$ cat src/rtl/cachable_regions_if.sv
// rtl/cachable_regions_if.sv - control-slave and lookup signal bundle for cachable_regions
interface cachable_regions_if #(
  parameter int AW   = 28,
  parameter int LGNR = 2
);
  logic            i_wb_cyc;
  logic            i_wb_stb;
  logic            i_wb_we;
  logic [LGNR:0]   i_wb_addr;
  logic [31:0]     i_wb_data;
  logic [3:0]      i_wb_sel;
  logic            o_wb_stall;
  logic            o_wb_ack;
  logic [31:0]     o_wb_data;

  logic            i_lk_valid;
  logic            o_lk_ready;
  logic [AW-1:0]   i_lk_addr;
  logic            o_lk_valid;
  logic            i_lk_ready;
  logic            o_lk_cachable;
  logic [LGNR-1:0] o_lk_region;
  logic            o_flush;

  modport master (
    output i_wb_cyc, i_wb_stb, i_wb_we, i_wb_addr, i_wb_data, i_wb_sel,
    input  o_wb_stall, o_wb_ack, o_wb_data,
    output i_lk_valid, i_lk_addr, i_lk_ready,
    input  o_lk_ready, o_lk_valid, o_lk_cachable, o_lk_region, o_flush
  );

  modport slave (
    input  i_wb_cyc, i_wb_stb, i_wb_we, i_wb_addr, i_wb_data, i_wb_sel,
    output o_wb_stall, o_wb_ack, o_wb_data,
    input  i_lk_valid, i_lk_addr, i_lk_ready,
    output o_lk_ready, o_lk_valid, o_lk_cachable, o_lk_region, o_flush
  );
endinterface

$ cat src/rtl/cachable_regions.sv
// rtl/cachable_regions.sv - programmable base/mask cachability table; CACHABLE_READBACK_EN enables register readback
module cachable_regions #(
  parameter int            ADDRESS_WIDTH = 28,
  parameter int            NREGIONS      = 4,
  parameter int            LGNR          = (NREGIONS > 1) ? $clog2(NREGIONS) : 1,
  parameter logic [ADDRESS_WIDTH-1:0] MEM_ADDR = {2'b01, {(ADDRESS_WIDTH-2){1'b0}}},
  parameter logic [ADDRESS_WIDTH-1:0] MEM_MASK = {2'b11, {(ADDRESS_WIDTH-2){1'b0}}}
) (
  input  logic               i_clk,
  input  logic               i_reset_n,
  cachable_regions_if.slave  bus
);
  localparam int AW = ADDRESS_WIDTH;

  logic [AW-1:0]   base [NREGIONS];
  logic [AW-1:0]   mask [NREGIONS];

  logic [LGNR-1:0] widx;
  logic            wsel_mask;
  logic            wr_en;
  logic [AW-1:0]   lane_mask;
  logic [AW-1:0]   cur_val;
  logic [AW-1:0]   new_val;

  logic            hit;
  logic [LGNR-1:0] hit_idx;
  logic            lk_xfer;

  assign widx      = bus.i_wb_addr[LGNR:1];
  assign wsel_mask = bus.i_wb_addr[0];
  assign wr_en     = bus.i_wb_stb && bus.i_wb_we && (|bus.i_wb_sel);

  for (genvar k = 0; k < AW; k++) begin : g_lane
    assign lane_mask[k] = bus.i_wb_sel[k/8];
  end

  assign cur_val = wsel_mask ? mask[widx] : base[widx];
  assign new_val = (cur_val & ~lane_mask) | (bus.i_wb_data[AW-1:0] & lane_mask);

  always_ff @(posedge i_clk) begin
    if (!i_reset_n) begin
      for (int r = 0; r < NREGIONS; r++) begin
        base[r] <= '0;
        mask[r] <= '0;
      end
      base[0] <= MEM_ADDR;
      mask[0] <= MEM_MASK;
    end else if (wr_en) begin
      if (wsel_mask)
        mask[widx] <= new_val;
      else
        base[widx] <= new_val;
    end
  end

  // Ack follows cyc so an abandoned burst never sees a stray ack afterwards.
  always_ff @(posedge i_clk) begin
    if (!i_reset_n) begin
      bus.o_wb_ack <= 1'b0;
      bus.o_flush  <= 1'b0;
    end else begin
      bus.o_wb_ack <= bus.i_wb_cyc && bus.i_wb_stb;
      bus.o_flush  <= wr_en;
    end
  end

  assign bus.o_wb_stall = 1'b0;

`ifdef CACHABLE_READBACK_EN
  always_ff @(posedge i_clk) begin
    if (!i_reset_n)
      bus.o_wb_data <= '0;
    else if (bus.i_wb_stb)
      bus.o_wb_data <= 32'(wsel_mask ? mask[widx] : base[widx]);
  end
`else
  assign bus.o_wb_data = '0;
`endif

  // Descending scan so the lowest matching index is the one left standing.
  always_comb begin
    hit     = 1'b0;
    hit_idx = '0;
    for (int r = NREGIONS - 1; r >= 0; r--) begin
      if ((base[r] != '0) && ((bus.i_lk_addr & mask[r]) == base[r])) begin
        hit     = 1'b1;
        hit_idx = LGNR'(r);
      end
    end
  end

  assign bus.o_lk_ready = !bus.o_lk_valid || bus.i_lk_ready;
  assign lk_xfer        = bus.i_lk_valid && bus.o_lk_ready;

  always_ff @(posedge i_clk) begin
    if (!i_reset_n) begin
      bus.o_lk_valid    <= 1'b0;
      bus.o_lk_cachable <= 1'b0;
      bus.o_lk_region   <= '0;
    end else if (lk_xfer) begin
      bus.o_lk_valid    <= 1'b1;
      bus.o_lk_cachable <= hit;
      bus.o_lk_region   <= hit_idx;
    end else if (bus.i_lk_ready) begin
      bus.o_lk_valid    <= 1'b0;
    end
  end

  logic unused_ok;
  assign unused_ok = &{1'b0, bus.i_wb_data};
endmodule

$ cat src/flat_wrapper.sv
// flat-port wrapper written by rule: the top's interface ports become plain ports
module cachable_regions_flat 
#(
  parameter int            ADDRESS_WIDTH = 28,
  parameter int            NREGIONS      = 4,
  parameter int            LGNR          = (NREGIONS > 1) ? $clog2(NREGIONS) : 1,
  parameter logic [ADDRESS_WIDTH-1:0] MEM_ADDR = {2'b01, {(ADDRESS_WIDTH-2){1'b0}}},
  parameter logic [ADDRESS_WIDTH-1:0] MEM_MASK = {2'b11, {(ADDRESS_WIDTH-2){1'b0}}}
)
  (i_clk, i_reset_n, bus_i_wb_cyc, bus_i_wb_stb, bus_i_wb_we, bus_i_wb_addr, bus_i_wb_data, bus_i_wb_sel, bus_o_wb_stall, bus_o_wb_ack, bus_o_wb_data, bus_i_lk_valid, bus_i_lk_addr, bus_i_lk_ready, bus_o_lk_ready, bus_o_lk_valid, bus_o_lk_cachable, bus_o_lk_region, bus_o_flush);
  cachable_regions_if #(.AW((28)), .LGNR(LGNR)) bus_i ();
  input  logic i_clk;
  input  logic i_reset_n;
  input wire logic [$bits(bus_i.i_wb_cyc)-1:0] bus_i_wb_cyc;
  input wire logic [$bits(bus_i.i_wb_stb)-1:0] bus_i_wb_stb;
  input wire logic [$bits(bus_i.i_wb_we)-1:0] bus_i_wb_we;
  input wire logic [$bits(bus_i.i_wb_addr)-1:0] bus_i_wb_addr;
  input wire logic [$bits(bus_i.i_wb_data)-1:0] bus_i_wb_data;
  input wire logic [$bits(bus_i.i_wb_sel)-1:0] bus_i_wb_sel;
  output wire logic [$bits(bus_i.o_wb_stall)-1:0] bus_o_wb_stall;
  output wire logic [$bits(bus_i.o_wb_ack)-1:0] bus_o_wb_ack;
  output wire logic [$bits(bus_i.o_wb_data)-1:0] bus_o_wb_data;
  input wire logic [$bits(bus_i.i_lk_valid)-1:0] bus_i_lk_valid;
  input wire logic [$bits(bus_i.i_lk_addr)-1:0] bus_i_lk_addr;
  input wire logic [$bits(bus_i.i_lk_ready)-1:0] bus_i_lk_ready;
  output wire logic [$bits(bus_i.o_lk_ready)-1:0] bus_o_lk_ready;
  output wire logic [$bits(bus_i.o_lk_valid)-1:0] bus_o_lk_valid;
  output wire logic [$bits(bus_i.o_lk_cachable)-1:0] bus_o_lk_cachable;
  output wire logic [$bits(bus_i.o_lk_region)-1:0] bus_o_lk_region;
  output wire logic [$bits(bus_i.o_flush)-1:0] bus_o_flush;
  assign bus_i.i_wb_cyc = bus_i_wb_cyc;
  assign bus_i.i_wb_stb = bus_i_wb_stb;
  assign bus_i.i_wb_we = bus_i_wb_we;
  assign bus_i.i_wb_addr = bus_i_wb_addr;
  assign bus_i.i_wb_data = bus_i_wb_data;
  assign bus_i.i_wb_sel = bus_i_wb_sel;
  assign bus_o_wb_stall = bus_i.o_wb_stall;
  assign bus_o_wb_ack = bus_i.o_wb_ack;
  assign bus_o_wb_data = bus_i.o_wb_data;
  assign bus_i.i_lk_valid = bus_i_lk_valid;
  assign bus_i.i_lk_addr = bus_i_lk_addr;
  assign bus_i.i_lk_ready = bus_i_lk_ready;
  assign bus_o_lk_ready = bus_i.o_lk_ready;
  assign bus_o_lk_valid = bus_i.o_lk_valid;
  assign bus_o_lk_cachable = bus_i.o_lk_cachable;
  assign bus_o_lk_region = bus_i.o_lk_region;
  assign bus_o_flush = bus_i.o_flush;
  cachable_regions #(.ADDRESS_WIDTH(ADDRESS_WIDTH), .NREGIONS(NREGIONS), .LGNR(LGNR), .MEM_ADDR(MEM_ADDR), .MEM_MASK(MEM_MASK)) u_core (.i_clk(i_clk), .i_reset_n(i_reset_n), .bus(bus_i));
endmodule
$ cat config.mk
export PLATFORM = sky130hd
export DESIGN_NAME = cachable_regions_flat
export DESIGN_NICKNAME = d
export VERILOG_FILES = /design/src/rtl/cachable_regions_if.sv /design/src/rtl/cachable_regions.sv /design/src/flat_wrapper.sv
export SDC_FILE = /design/constraint.sdc
export NUM_CORES = 1
export LEC_CHECK = 0
export ABC_AREA = 1
export BUFFER_PORTS_ARGS = -buffer_cell sky130_fd_sc_hd__buf_2
export CAP_MARGIN = 5
export CORE_ASPECT_RATIO = 0.75
export CORE_MARGIN = 2
export CORE_UTILIZATION = 59
export DETAILED_ROUTE_END_ITERATION = 8
export GPL_TIMING_DRIVEN = 0
export PLACE_DENSITY = 0.79
export SKIP_CTS_REPAIR_TIMING = 1
export SYNTH_ARGS = -nofsm -noshare
export SYNTH_HDL_FRONTEND = slang
export SYNTH_SLANG_ARGS = --single-unit
$ cat constraint.sdc
create_clock -name i_clk -period 4.3 [get_ports i_clk]
set_input_delay 0 -clock i_clk [delete_from_list [all_inputs] [get_ports i_clk]]
set_output_delay 0 -clock i_clk [all_outputs]
set_load 0.02 [all_outputs]
==> metrics.txt <==
worst path cell trace=dlygate4sd3_1 > buf_2 > nand3_2 > dlygate4sd3_1 > nor2_4 > nand2_4 > clkinv_2 > nand3_2 > buf_2 > buf_6 > nand2_1 > buf_16; CTS Buf Count=24; std cell rows=48; syn_area_per_cell=7.57 um2; Worst setup EP type=register; GR Layer Usage met1=57.3%; WP data arrival=3.27 ns; RSZ-0062 raised after global routing=no; capture point of the worst reg-to-reg path=u_core.bus.o_lk_region[0]$_SDFFE_PN0P_; Placeable Area=22900 um2; pwr/cell area=349 nW/um2; Mapped Cells=1804; CTS H-tree lvls=1; sequential fraction of the synthesis area=46.0%; largest net degree at the start of global routing=29; fin cells=2272; Final Hold Vio Count=29; GR Util met3=12.5%; Slowest-stage cell, CP=dlygate4sd3_1; width of the die=180 um; maximum fanout along the worst path=15; FF-to-FF Start=u_core.base[3][10]$_DFFE_PP_; drt first pass iters=7; Root Buffer=clkbuf_16; Sink Count=230; Routed Antenna Nets=0; Internal Power=3.89 mW; grt peak-use layer=met2; CP required=4.59 ns; relative slew slack=26.4%; fin. max-slew vios=0; Clock power frac=38.1%; first-pass GRT wire length=75800 um; Max-Cap Viols=0; TritonCTS clock tree=yes; DP Cell Count=2207; mapped cell area=13700 um2; Hold WS=-0.0479 ns; top_reg_cell synth=edfxtp_1; overall die height=136 um; FMAX=0.335 GHz; Hold Crit Depth=5; path depth of the worst reg2reg path=13; number of global-route vias before repair=12480; NumNets Final=2027; gr ovfl total=0; Layout area overhead=14.4%; share of cells above drive strength 1=14.2%; I/O Pins=114; startpoint types=input pin; status=finished, violations left; Total GRT Usage=42.2%; Buf/Inv on CP=7; placed wire-length estimate=37500 um; Sw Pwr=1.56 mW; final setup fails=0; LEAKAGE=6.93 nW; Fin Clk Skew=0.00926 ns; area of the multi-input gates=6070 um2; M2 GR Usage=61.8%; FF+latch area=6290 um2; CP top delay family=buffers and inverters; IO Port Bufs=66; insertion delay to the later sink of the worst-skew pair=0.53 ns; routed vias/inst=6.09; Crit path largest cell delay=0.60 ns; routability cong.=1.02; CTS clk-pin slew, worst paths=0.06 ns; FILL cells=1949; initial antenna violation count=1; switching portion of total power=28.7%; R2R setup slack=2.32 ns; failing checks=negative hold slack; Combinational Power Share=15.5%; worst vdd ir=272 uV; Starting Density=59.7%; CTS max path bufs=3; asr flop ratio synth=0%; die area=24400 um2; Residual DRC=0; Util after Layout=68.3%; Netlist cell types=39; Tightest Pin Transition=1.10 ns; Flop pwr share=46.4%; hold path startpoint=bus_i_wb_data[8]; Hold Path End=u_core.mask[0][8]$_SDFFE_PN0P_; routed wire length=52400 um; Ys Warns=0; HP Class=in2reg; via count=13842; Final Critical Period=2.98 ns; Crit Path Class=in2reg; Starting DRT DRC Count=2330; #FFs+latches synth=230; number of enable flip-flop cells after synthesis=168; WL/cell=23.1 um; Final Cycle Share=69.4%
final cells by class:
type / instances / area share [%]
repair buffers: 91 / 4.18
multi-input cells: 1294 / 38.8
clock buffers: 40 / 4.81
diodes: 1 / 0.0160
inverters: 191 / 4.64
flip-flops and latches: 230 / 40.2
well taps: 300 / 2.40
plain buffers: 121 / 4.77
clock inverters: 4 / 0.128
cell usage in the layout (no fill, tap or decap), drive strengths merged:
| cell | Yosys | final |
|---|---|---|
| edfxtp | 168 | 168 |
| buf | 92 | 163 |
| nand3b | 6 | 6 |
| nand4 | 9 | 9 |
| nor3b | 1 | 1 |
| clkinv | 4 | 7 |
| xnor2 | 2 | 2 |
| inv | 187 | 187 |
| or2 | 3 | 3 |
| diode | 0 | 1 |
| o22ai | 27 | 27 |
| a31oi | 23 | 23 |
| nand2 | 445 | 445 |
| dlygate4sd3 | 0 | 20 |
| clkbuf | 29 | 69 |
| nand3 | 126 | 126 |
| o21ai | 154 | 154 |
| o2111ai | 26 | 26 |
| xor2 | 22 | 22 |
| nor2 | 315 | 315 |
| dfxtp | 62 | 62 |
| clkinvlp | 0 | 1 |
| a211oi | 1 | 1 |
| a21oi | 94 | 94 |
| o211ai | 1 | 1 |
| conb | 1 | 33 |
| nor3 | 6 | 6 |
cells in the mapped netlist (3+ instances only):
cell type / number / share of area [%]
o21ai_1: 42 / 1.5
nand2_1: 442 / 12
dfxtp_1: 62 / 9.1
nor3_1: 5 / 0.18
a31oi_2: 21 / 1.9
clkbuf_1: 28 / 0.77
a21oi_1: 82 / 3.0
edfxtp_1: 168 / 37
or2_2: 3 / 0.14
o22ai_1: 27 / 1.2
nand3b_1: 6 / 0.33
buf_2: 40 / 1.5
buf_4: 40 / 2.2
buf_6: 12 / 0.99
o21ai_0: 107 / 3.9
a21oi_2: 12 / 0.77
nor2_1: 313 / 8.6
o2111ai_1: 26 / 1.7
o21ai_2: 5 / 0.32
xor2_1: 22 / 1.4
inv_1: 162 / 4.5
inv_2: 25 / 0.69
nand3_1: 124 / 4.5
nand4_1: 9 / 0.41
layer usage:
metal	vias to the layer above	wire length (um)
li1	6190	-
met1	6249	19500
met2	1203	21900
met3	200	8330
met4	0	2670
met5	-	0
how the worst max path moves through the flow:
stage | from | to | slack, ns | cells after the start
floorplan | bus_i_wb_addr[1] | u_core.base[2][0]$_SDFFCE_PN0P_ | 1.19 | 6
global placement | bus_i_wb_addr[2] | u_core.base[2][15]$_SDFFCE_PN0P_ | -1.75 | 7
detailed placement | bus_i_wb_sel[0] | u_core.base[1][12]$_SDFFCE_PN0P_ | 1.46 | 12
CTS | bus_i_wb_sel[0] | u_core.base[1][1]$_SDFFCE_PN0P_ | 1.99 | 12
global route | bus_i_wb_we | u_core.base[1][10]$_SDFFCE_PN0P_ | 1.25 | 12
finish | bus_i_wb_we | u_core.base[1][9]$_SDFFCE_PN0P_ | 1.32 | 12
tightest hold or removal path: cells and delay by family:
kind / cells / cell delay, ns
and+or+nand+nor: 1 / 0.12
AOI/OAI and AO/OA: 2 / 0.13
buffers and inverters: 2 / 0.17
logic make-up (layout without fill, tap and decap cells):
family                    count (synthesis)  count (layout)  synth area share [%]
AOI/OAI and AO/OA                       326             326                  14.6
and+or+nand+nor                         911             911                  27.1
DFF                                     230             230                  46.0
other                                     1              34                0.0275
buffers and inverters                   312             447                  10.8
xor gates and xnor gates                 24              24                  1.54
state kept, by name, indices dropped and copies added (netlist names):
register and flops:
u_core.bus.o_flush 1, u_core.bus.o_lk_valid 1, u_core.bus.o_lk_cachable 1, u_core.bus.o_wb_ack 1, u_core.bus.o_lk_region 2, u_core.mask 112, u_core.base 112
power groups by stage:
stage	sequential, mW	clock (mW)	combinational (mW)
4_1_cts	2.53	2.06	0.791
2_1_floorplan	2.56	0	0.478
3_3_place_gp	2.58	0	0.757
6_report	2.53	2.08	0.845
3_5_place_dp	2.57	0	0.788
5_1_grt	2.54	2.13	0.889
metrics by stage:
stage	setup TNS [ns]	total power [mW]	instance area (um2)	worst slack, ns
after detailed placement	0	3.36	14700	1.46
after global placement	-184.07	3.34	14500	-1.75
after floorplan	0	3.04	13800	1.19
after global routing	0	5.56	15600	1.25
after CTS	0	5.38	15400	1.99
final	0	5.46	15600	1.32
(Power assumes the default switching activity.)
